`config.mk`:
```
export PLATFORM = sky130hd
export DESIGN_NAME = mem_wb_stage
export DESIGN_NICKNAME = d
export VERILOG_FILES = /design/src/rtl/pipeline_pkg.sv /design/src/rtl/load_align.sv /design/src/rtl/mem_wb_stage.sv
export SDC_FILE = /design/constraint.sdc
export NUM_CORES = 1
export LEC_CHECK = 0
export CAP_MARGIN = 20
export CORE_MARGIN = 2
export CORE_UTILIZATION = 45
export DETAILED_ROUTE_END_ITERATION = 8
export DONT_BUFFER_PORTS = 1
export GPL_TIMING_DRIVEN = 0
export PLACE_DENSITY = 0.63
export SLEW_MARGIN = 30
export SYNTH_ARGS = -nofsm -noshare
export SYNTH_HDL_FRONTEND = slang
export SYNTH_SLANG_ARGS = --single-unit
```
`constraint.sdc`:
```
create_clock -name clk_i -period 3.37 [get_ports clk_i]
set_input_delay 0.674 -clock clk_i [delete_from_list [all_inputs] [get_ports clk_i]]
set_output_delay 0.674 -clock clk_i [all_outputs]
set_load 0.02 [all_outputs]
```
`src/rtl/pipeline_pkg.sv`:
```
// Shared pipeline types for the RV32I core: writeback source and load size encodings.
package pipeline_pkg;

  localparam int unsigned XLEN = 32;

  typedef enum logic [1:0] {
    WB_ALU  = 2'b00,
    WB_LOAD = 2'b01,
    WB_PC4  = 2'b10,
    WB_RSVD = 2'b11
  } wb_sel_e;

  typedef enum logic [1:0] {
    LD_B    = 2'b00,
    LD_H    = 2'b01,
    LD_W    = 2'b10,
    LD_RSVD = 2'b11
  } ld_size_e;

endpackage

```
`src/rtl/load_align.sv`:
```
// Combinational load aligner: extracts byte/half/word at a byte offset, extends it,
// and flags misaligned accesses. Shared with the cache refill path.
module load_align
  import pipeline_pkg::*;
#(
  parameter int unsigned W = 32
) (
  input  logic [W-1:0] i_ld_data,
  input  logic [1:0]   i_off,
  input  ld_size_e     i_size,
  input  logic         i_unsigned,
  output logic [W-1:0] o_data,
  output logic         o_misalign
);

  logic [7:0]  w_byte;
  logic [15:0] w_half;

  assign w_byte = i_ld_data[{i_off, 3'b000} +: 8];
  assign w_half = i_ld_data[{i_off[1], 4'b0000} +: 16];

  always_comb begin
    o_data     = i_ld_data;
    o_misalign = 1'b0;
    unique case (i_size)
      LD_B: begin
        o_data = i_unsigned ? {{(W-8){1'b0}}, w_byte} : {{(W-8){w_byte[7]}}, w_byte};
      end
      LD_H: begin
        o_data     = i_unsigned ? {{(W-16){1'b0}}, w_half} : {{(W-16){w_half[15]}}, w_half};
        o_misalign = i_off[0];
      end
      // reserved size behaves as a word access
      LD_W, LD_RSVD: begin
        o_data     = i_ld_data;
        o_misalign = |i_off;
      end
    endcase
  end

endmodule

```
`src/rtl/mem_wb_stage.sv`:
```
// MEM/WB pipeline register and register-file writeback with stall/flush and retire-once.
// Optional macro WB_INSTRET_EN adds a 64-bit retired-instruction counter (instret_o).
module mem_wb_stage #(
  parameter int unsigned     XLEN           = pipeline_pkg::XLEN,
  parameter logic [XLEN-1:0] RESET_PC_PLUS4 = 32'h0000_0004
) (
  input  logic            clk_i,
  input  logic            rst_i,
  input  logic            stall_i,
  input  logic            flush_i,
  input  logic            valid_i,
  input  logic [XLEN-1:0] pc_i,
  input  logic [XLEN-1:0] alu_data_i,
  input  logic [XLEN-1:0] ld_data_i,
  input  logic [4:0]      rd_addr_i,
  input  logic            rd_wren_i,
  input  logic [1:0]      wb_sel_i,
  input  logic [1:0]      ld_size_i,
  input  logic            ld_unsigned_i,
  output logic            rd_wren_o,
  output logic [4:0]      rd_addr_o,
  output logic [XLEN-1:0] rd_data_o,
  output logic            wb_valid_o,
  output logic            misalign_o
`ifdef WB_INSTRET_EN
  ,
  output logic [63:0]     instret_o
`endif
);

  import pipeline_pkg::*;

  logic            r_valid_q;
  logic            r_fired_q;
  logic            r_wren_q;
  logic [4:0]      r_rd_addr_q;
  logic [XLEN-1:0] r_data_q;
  logic            r_misalign_q;
  logic [XLEN-1:0] r_pc_plus4_q;
  logic            r_pc4_sel_q;

  wb_sel_e         w_sel;
  logic [XLEN-1:0] w_pc_plus4;
  logic [XLEN-1:0] w_ld_data;
  logic            w_ld_misalign;
  logic [XLEN-1:0] w_wb_data;
  logic            w_misalign;
  logic            w_wren;

  assign w_sel      = wb_sel_e'(wb_sel_i);
  assign w_pc_plus4 = pc_i + XLEN'(4);

  load_align #(
    .W (XLEN)
  ) u_load_align (
    .i_ld_data  (ld_data_i),
    .i_off      (alu_data_i[1:0]),
    .i_size     (ld_size_e'(ld_size_i)),
    .i_unsigned (ld_unsigned_i),
    .o_data     (w_ld_data),
    .o_misalign (w_ld_misalign)
  );

  always_comb begin
    w_wb_data  = '0;
    w_misalign = 1'b0;
    unique case (w_sel)
      WB_ALU:  w_wb_data = alu_data_i;
      WB_LOAD: begin
        w_wb_data  = w_ld_data;
        w_misalign = w_ld_misalign;
      end
      WB_PC4:  w_wb_data = w_pc_plus4;
      WB_RSVD: w_wb_data = '0;
    endcase
  end

  // fired_q remembers that a stalled instruction already wrote, so it never writes twice
  assign w_wren = r_valid_q & r_wren_q & (|r_rd_addr_q) & ~r_misalign_q & ~r_fired_q;

  always_ff @(posedge clk_i or posedge rst_i) begin
    if (rst_i) begin
      r_valid_q    <= 1'b0;
      r_fired_q    <= 1'b0;
      r_wren_q     <= 1'b0;
      r_rd_addr_q  <= '0;
      r_data_q     <= '0;
      r_misalign_q <= 1'b0;
      r_pc_plus4_q <= RESET_PC_PLUS4;
      r_pc4_sel_q  <= 1'b0;
    end else if (flush_i) begin
      r_valid_q <= 1'b0;
      r_fired_q <= 1'b0;
    end else if (stall_i) begin
      r_fired_q <= r_fired_q | w_wren;
    end else begin
      r_valid_q    <= valid_i;
      r_fired_q    <= 1'b0;
      r_wren_q     <= rd_wren_i;
      r_rd_addr_q  <= rd_addr_i;
      r_data_q     <= w_wb_data;
      r_misalign_q <= w_misalign;
      r_pc_plus4_q <= w_pc_plus4;
      r_pc4_sel_q  <= (w_sel == WB_PC4);
    end
  end

  assign rd_wren_o  = w_wren;
  assign rd_addr_o  = r_rd_addr_q;
  assign rd_data_o  = r_data_q;
  assign wb_valid_o = r_valid_q;
  assign misalign_o = r_valid_q & r_misalign_q;

  // debug copy of PC+4 must agree with the writeback data of a PC+4 instruction
  a_pc4_consistent : assert property (@(posedge clk_i) disable iff (rst_i)
    (r_valid_q && r_pc4_sel_q) |-> (r_data_q == r_pc_plus4_q));

`ifdef WB_INSTRET_EN
  logic        w_advance;
  logic [63:0] r_instret_q;

  // an instruction counts when it leaves WB or on its first write while stalled
  assign w_advance = ~stall_i | flush_i;

  always_ff @(posedge clk_i or posedge rst_i) begin
    if (rst_i) begin
      r_instret_q <= '0;
    end else if (r_valid_q & ~r_fired_q & ~r_misalign_q & (w_advance | w_wren)) begin
      r_instret_q <= r_instret_q + 64'd1;
    end
  end

  assign instret_o = r_instret_q;
`endif

endmodule

```
**Yosys cells after proc, flatten, opt, wreduce, memory -nomap -nowiden**

Index checks and enable logic that the tools add are counted.

- Output and inout bits: 40
- Register bits: 41

- Add/sub/neg operators: 1
- Equal/unequal tests: 7
- Multiplexer cells: 10
- Bitwise logic cells: 10
- Reductions and logical operators: 6
- Shifts and indexed selects: 2

Operator list:

| cell | number |
|---|---|
| 32-bit case mux with 4 select lines | 1 |
| 32-bit case mux with 3 select lines | 1 |
| 32-bit two-way mux | 2 |
| 32-bit by 3-bit adder with 32-bit output, second input constant | 1 |
| 32-bit by 6-bit indexed part select with 16-bit output | 1 |
| 32-bit by 6-bit indexed part select with 8-bit output | 1 |
| 2-bit equality test, second input constant | 4 |
| 1-bit AND | 5 |
| 1-bit two-way mux | 5 |
| 5-bit OR reduction | 1 |
| 2-bit by 1-bit equality test with 1-bit output, second input constant | 2 |
| 2-bit zero test | 2 |
| 1-bit NOT | 4 |
| 2-bit OR reduction | 2 |
| 2-bit by 1-bit inequality test with 1-bit output, second input constant | 1 |
| 1-bit case mux with 2 select lines | 1 |
| 2-bit AND reduction | 1 |
| 1-bit bitwise OR | 1 |

**Depth between registers and ports, before layout**

Gate-level depths: netlist (run 1).

- Word-level depth: 7
- Gate-level depth with buffers: 7
- Gate-level depth less buffers: 6

**Cells and area by module**

A second synthesis (run 1) with hierarchy kept.

- Cell total of the unflattened synthesis: 445
- Area, all modules: 3562.2 um2

Modules (own cells, without submodules):

| module | cells each | seq. area each (um2) | instances | area each (um2) |
|---|---|---|---|---|
| mem_wb_stage | 332 | 1026.0 | 1 | 2849.0 |
| load_align | 113 | 0.0 | 1 | 713.2 |

**Least setup slack after synthesis (run 1)**

No wires, ideal clock.

- Path type: input to register
- Start point: input port pc_i[2]
- End point: register r_data_q[24], in the netlist rd_data_o[24]
- Data required time: 3245 ps
- Path buffers: 1
- Slack: 1312 ps
- Arrival time: 1932 ps
- Stages on the path: 6
- Setup time: 125 ps
- Cells stage by stage: ha_1 > nand4_1 > clkbuf_1 > nor4_1 > mux2i_1 > a21oi_1

- Word-level cells in the longest chain between the ends: 2

RTL lines:

| what | RTL line | RTL |
|---|---|---|
| from (decl) | mem_wb_stage.sv:12 | `input logic [XLEN-1:0] pc_i,` |
| 32-bit by 3-bit adder with 32-bit output | mem_wb_stage.sv:51 | `assign w_pc_plus4 = pc_i + XLEN'(4);` |
| 32-bit case mux with 4 select lines | mem_wb_stage.sv:67 | `unique case (w_sel)` |
| to (signal assigned) | mem_wb_stage.sv:101 | `r_data_q <= w_wb_data;` |
| to (decl) | mem_wb_stage.sv:37 | `logic [XLEN-1:0] r_data_q;` |

Every way passes these cells.
A chain may end at the register's enable or synchronous reset.

**Final worst setup path (run 1)**

- Start point: register r_rd_addr_q[1], in the netlist rd_addr_o[1]
- End point: output port rd_wren_o

- Word-level cells in the longest chain between the ends: 4

RTL lines:

| what | RTL line | RTL |
|---|---|---|
| from (decl) | mem_wb_stage.sv:36 | `logic [4:0] r_rd_addr_q;` |
| from (signal assigned) | mem_wb_stage.sv:100 | `r_rd_addr_q <= rd_addr_i;` |
| 5-bit OR reduction | mem_wb_stage.sv:79 | `assign w_wren = r_valid_q & r_wren_q & (\|r_rd_addr_q) & ~r_misalign_q & ~r_fired_q;` |
| 1-bit AND (3 in a row) | mem_wb_stage.sv:79 |  |
| to (decl) | mem_wb_stage.sv:20 | `output logic rd_wren_o,` |

Every way passes these cells.

==> flow_summary.yaml, run 1 <==
setup_path:
  critPathRequiredTime_ns: 2.70
  slowest_stage: "nor4_1"
  reg2reg_depth: 5
  crit_buf_inv: 0
  r2r_setup_slack_ns: 1.84
  crit_type: "reg2out"
  critical_path.cell_chain: "or4_1 -> nor2_1 -> nor4_1"
  cp_max_fo: 3
  cp_top_family: "simple AND/OR/NAND/NOR gates"
  worst_ep_arrival_time_ns: 1.72
  worstReg2RegEnd: "r_fired_q$_DFF_PP0_"
  slowest_delay_ns: 0.73
  end_kind: "primary output"
  worst_setup_path_start_kind: "register"
  r2r_start: "rd_addr_o[1]$_DFFE_PP0P_"
cts:
  holdBufCountCts: 0
  cts.sinks: 41
  clkTransAtPathRegs_ns: 0.08
  cts_buffer_depth: 2
  clkLatencyLatePin_ns: 0.30
  cts_buffers: 5
  cts_setup_buffers: 0
  cts_tree: "yes"
  htreeDepth: 2
  clock-root-buffer: "clkbuf_8"
  ctsResizeCount: 0
final_layout:
  multi_input_area_sq_mm: 0.00212
  drive_gt1_frac: 0.0647
  n_fill_cell: 720
  layout.cells.non_filler: 532
  final_area_sq_mm: 0.00355
  seqCellArea_sq_mm: 0.00103
  nets: 546
  area_growth_pct: 7.19
  diodes: 0
place:
  place_hpwl_mm: 9.47
  numPortBuffers: 0
  dp_cells: 525
  postPlaceCellArea_sq_mm: 0.00346
  gp_congestion: 0.967
floorplanning:
  ios: 152
  rows: 31
  start_util: 0.461
  fp.coreArea_sq_mm: 0.00718
  die_y_um: 89.7
  dieWidth_um: 89.7
  die-area_sq_mm: 0.00805
logic_synthesis:
  synth_top_area_frac: 0.310
  yosysMostFrequentCell: "nand2_1"
  yosysWarnings: 0
  synth_edf_count: 0
  synthArstFlopShare: 1.00
  synthesis.area_sq_mm: 0.00331
  synth_cells: 425
  ys_seq_area_frac: 0.310
  synth-main-ff-cell: "dfrtp_1"
  ys_seq_elements: 41
  syn_nets: 538
  synth.distinct_cells: 64
  synth_area_leaders: "dfrtp_1 31%, nand2_1 8.4%, o221ai_1 4.0%"
  synth.avg_cell_area_sq_um: 7.78
  synth_commonest_cells: "74 x nand2_1, 41 x dfrtp_1, 34 x nor2_1"
  synth_top_cell_by_area: "dfrtp_1"
global_routing:
  grt_overflow: 0
  grt_pass1_wl_mm: 18.2
  grt_pass1_vias: 3368
  antenna_found_initial: 0
  grt_use_total: 0.285
  grt_max_degree: 23
power:
  p_switching_w: 0.000494
  power.internal_w: 0.000848
  power_frac_seq: 0.524
  switching_share: 0.368
  pwr-share-comb: 0.222
  p_per_area_mw_per_mm2: 378
  peakVddDrop_mv: 0.169
  clockPowerShare: 0.253
  power_w: 0.00134
  leakage_nw: 1.34
timing:
  relSlewSlack: 0.410
  tns_ns: 0
  period_needed_ns: 2.40
  finClkSkew_ns: 0.00864
  rsz0062_at_grt: "false"
  hold_viol_final: 0
  worstMarginPinSlew_ns: 0.878
  max_freq_mhz: 417
  drv_slew: 0
  holdWs_ns: 0.280
  min_period_over_period: 0.711
  setup_viol: 0
detailed_routing:
  viasPerCell: 6.54
  wl_per_cell_um: 22.3
  routed_wl_mm: 11.9
  detail-route-antenna-nets: 0
  drt_iter0_markers: 247
  drtPass1Iterations: 5
  vias: 3478
  drcViolationCount: 0
job:
  drv_cap: 0
min_path:
  worst_hold_path_type: "in2async"
outcome:
  status: "completed"
## placed cells by master, fill, tap and decap left out, drive strengths merged, types with 13 or more instances in the layout
master  count
nand3      16
mux2i      13
o22ai      16
clkbuf     26
a21oi      27
o21ai      18
buf        13
dfrtp      41
nor2       35
nand2      75
o221ai     15
xnor2      13
## worst max path at each step
stage                     depth (start not counted)                      from  slack, ns                   endpoint
after detailed placement                          6                   pc_i[2]       0.96  rd_data_o[24]$_DFFE_PP0P_
final                                             3  rd_addr_o[1]$_DFFE_PP0P_       0.97                  rd_wren_o
after floorplan                                   6                   pc_i[2]       1.31  rd_data_o[24]$_DFFE_PP0P_
after global placement                            6                   pc_i[2]       0.98  rd_data_o[24]$_DFFE_PP0P_
after global routing                              3  rd_addr_o[1]$_DFFE_PP0P_       0.93                  rd_wren_o
after CTS                                         3  rd_addr_o[1]$_DFFE_PP0P_       0.96                  rd_wren_o
## area by class of cell
class                           count  share of cell area
Buffer                             31              0.0406
Clock buffer                        7              0.0243
Timing Repair Buffer                1             0.00776
Multi-Input combinational cell    349               0.599
Tap cell                           99              0.0349
Sequential cell                    41               0.289
Inverter                            4             0.00423
## cell families (layout without fill, tap and decap cells)
group,Yosys count,in the layout,share of synthesized area
adders and majority gates,1,1,0.00378
DFF,41,41,0.310
muxes,15,15,0.0495
buffers and inverters,35,43,0.0480
and+or+nand+nor,190,190,0.278
AOI/OAI and AO/OA,127,127,0.268
xor gates and xnor gates,16,16,0.0424
## flip-flops by register name, indices dropped and copies added (netlist names)
name          count
rd_data_o        32
r_wren_q          1
r_fired_q         1
rd_addr_o         5
r_misalign_q      1
wb_valid_o        1
## power groups by stage
stage	combinational, W	clock, W	sequential, W
after floorplan	0.000228	0	0.000694
after global placement	0.000286	0	0.000711
after detailed placement	0.000294	0	0.000713
after CTS	0.000296	0.000351	0.000703
after global routing	0.000331	0.000365	0.000711
final	0.000298	0.000340	0.000703
## metal layers
metal  global-route usage  up-vias  wire, um
met5                    0        -         0
met4               0.0795        0       293
met3               0.0972       28      1260
met2                0.463      178      5420
met1                0.364     1662      4890
li1                     -     1610         -
## stage by stage
stage          utilization  setup slack, ns
5_1_grt              0.494            0.926
3_3_place_gp         0.478            0.975
6_report             0.494            0.973
3_5_place_dp         0.482            0.963
2_1_floorplan            -             1.31
4_1_cts              0.494            0.955
No activity file was read; power rests on OpenSTA's default activity.
==> inputs of run 2 (changes only) <==
clock period = 2.5 ns   (was 3.37 ns; I/O delays follow)
==> results of run 2 <==
Same layout as run 1 (identical final DEF). Status: completed.
Among the figures that moved: setup slack after placement 0.963 ns -> 0.267 ns; setup slack after layout 0.973 ns -> 0.277 ns; hold slack 0.280 ns -> 0.106 ns; register-to-register setup slack 1.84 ns -> 0.97 ns; total power 0.00134 W -> 0.00181 W; worst IR drop on VDD 0.169 mV -> 0.228 mV
==> inputs of run 3 (changes only) <==
CORE_UTILIZATION = 55   (was 45)
PLACE_DENSITY = 0.73   (was 0.63)
==> flow_summary.yaml, run 3 (synthesis results as in run 1) <==
cts:
  clkTransAtPathRegs_ns: 0.09
  clkLatencyLatePin_ns: 0.30
  ctsResizeCount: 0
  cts_buffer_depth: 2
  cts_buffers: 5
  cts_setup_buffers: 0
  holdBufCountCts: 0
  clock-root-buffer: "clkbuf_8"
  cts.sinks: 41
  htreeDepth: 2
  cts_tree: "yes"
final_layout:
  nets: 546
  final_util: 0.609
  final_common_cell: "nand2_1"
  drive_gt1_frac: 0.0691
  largest_reg_flops: 32
  final_area_sq_mm: 0.00356
  area_growth_pct: 7.72
  n_fill_cell: 552
  diodes: 0
  final_cell_mix: "74 x nand2_1, 41 x dfrtp_1, 34 x nor2_1"
floorplanning:
  rows: 28
  dieWidth_um: 81.6
  die_y_um: 81.6
  fp.coreArea_sq_mm: 0.00585
  die-area_sq_mm: 0.00665
  start_util: 0.565
  ios: 152
detailed_routing:
  drtPass1Iterations: 7
  detail-route-antenna-nets: 0
  routed_wl_mm: 11.3
  drcViolationCount: 0
  viasPerCell: 6.92
  wl_per_cell_um: 22.3
  vias: 3521
  drt_iter0_markers: 332
setup_path:
  slowest_stage: "nor4_1"
  r2r_setup_slack_ns: 1.00
  slowest_delay_ns: 0.72
  critPathCapture: "rd_wren_o"
  worst_setup_path_start_kind: "register"
  reg2reg_depth: 5
  worstReg2RegEnd: "r_fired_q$_DFF_PP0_"
  timing.critical_path.from: "rd_addr_o[1]$_DFFE_PP0P_"
  crit_buf_inv: 0
  crit_type: "reg2out"
  r2r_start: "rd_addr_o[1]$_DFFE_PP0P_"
  critical_path.cell_chain: "or4_1 -> nor2_1 -> nor4_1"
  worst_ep_arrival_time_ns: 1.73
  cp_top_family: "simple AND/OR/NAND/NOR gates"
  critPathRequiredTime_ns: 2.00
  end_kind: "primary output"
  cp_max_fo: 3
  cp.depth: 3
global_routing:
  grt_use_total: 0.345
  grt_pass1_wl_mm: 17.2
  grt_overflow: 0
  grt_max_degree: 23
  antenna_found_initial: 0
  grt_pass1_vias: 3322
timing:
  period_needed_ns: 2.23
  hold_viol_final: 0
  min_period_over_period: 0.892
  relSlewSlack: 0.421
  max_freq_mhz: 449
  tns_ns: 0
  drv_slew: 0
  finClkSkew_ns: 0.00234
  rsz0062_at_grt: "false"
  setup_viol: 0
  worstMarginPinSlew_ns: 0.861
place:
  numPortBuffers: 0
  gp_congestion: 0.915
  place_hpwl_mm: 8.88
  postPlaceCellArea_sq_mm: 0.00343
power:
  peakVddDrop_mv: 0.238
  p_per_area_mw_per_mm2: 563
  power_w: 0.00201
  leakage_nw: 1.37
job:
  drv_cap: 0
outcome:
  status: "completed"
min_path:
  worst_hold_path_type: "in2async"
-- run 3: changes by cell type in the layout (fill, tap and decap cells not counted), sizes merged --
cell and change:
clkinv +1, bufinv +2, clkbuf -2
-- run 3: how the worst min path moves through the flow --
stage                           endpoint  slack [ns]  depth (start not counted)            startpoint
2_1_floorplan       r_wren_q$_DFFE_PP0P_        0.45                          2  r_wren_q$_DFFE_PP0P_
3_3_place_gp        r_wren_q$_DFFE_PP0P_        0.47                          2  r_wren_q$_DFFE_PP0P_
3_5_place_dp   rd_data_o[28]$_DFFE_PP0P_        0.45                          1                 rst_i
4_1_cts        rd_data_o[28]$_DFFE_PP0P_        0.12                          1                 rst_i
5_1_grt        rd_data_o[28]$_DFFE_PP0P_        0.13                          1                 rst_i
6_report       rd_data_o[28]$_DFFE_PP0P_         0.1                          1                 rst_i
-- run 3: worst register-to-register path, stage by stage (launching register included) --
cell and delay (ns):
dfrtp_1 0.48, or4_1 0.55, nor2_1 0.16, nor3_1 0.07, nor2_1 0.08, nor3b_1 0.05
-- run 3: power breakdown --
group	internal [W]	switching (W)	leakage, nW
clock	0.000397	0.000261	0.0681
sequential	0.000756	0.000191	0.492
combinational	0.000167	0.000235	0.807
-- run 3: through the flow --
step / cells / setup WS, ns / hold slack (ns)
floorplan: 425 / 0.616 / 0.446
global placement: 500 / 0.316 / 0.468
detailed placement: 501 / 0.299 / 0.446
CTS: 509 / 0.254 / 0.119
global route: 509 / 0.143 / 0.131
finish: 509 / 0.271 / 0.0980
-- run 3: final cells by class --
cell class	count	area, sq um	area share
repair buffers	1	27.5	0.00772
clock buffers	5	68.8	0.0193
plain buffers	31	144	0.0404
multi-input cells	349	2120	0.596
inverters	4	15.0	0.00421
well taps	75	93.8	0.0263
flip-flops and latches	41	1030	0.288
clock inverters	3	65.1	0.0183
-- run 3: metal layers --
metal	vias up	GRT usage	share of wire
met2	253	0.537	0.46
met3	25	0.125	0.13
met5	-	0	0
li1	1610	-	-
met1	1633	0.448	0.38
met4	0	0.105	0.021
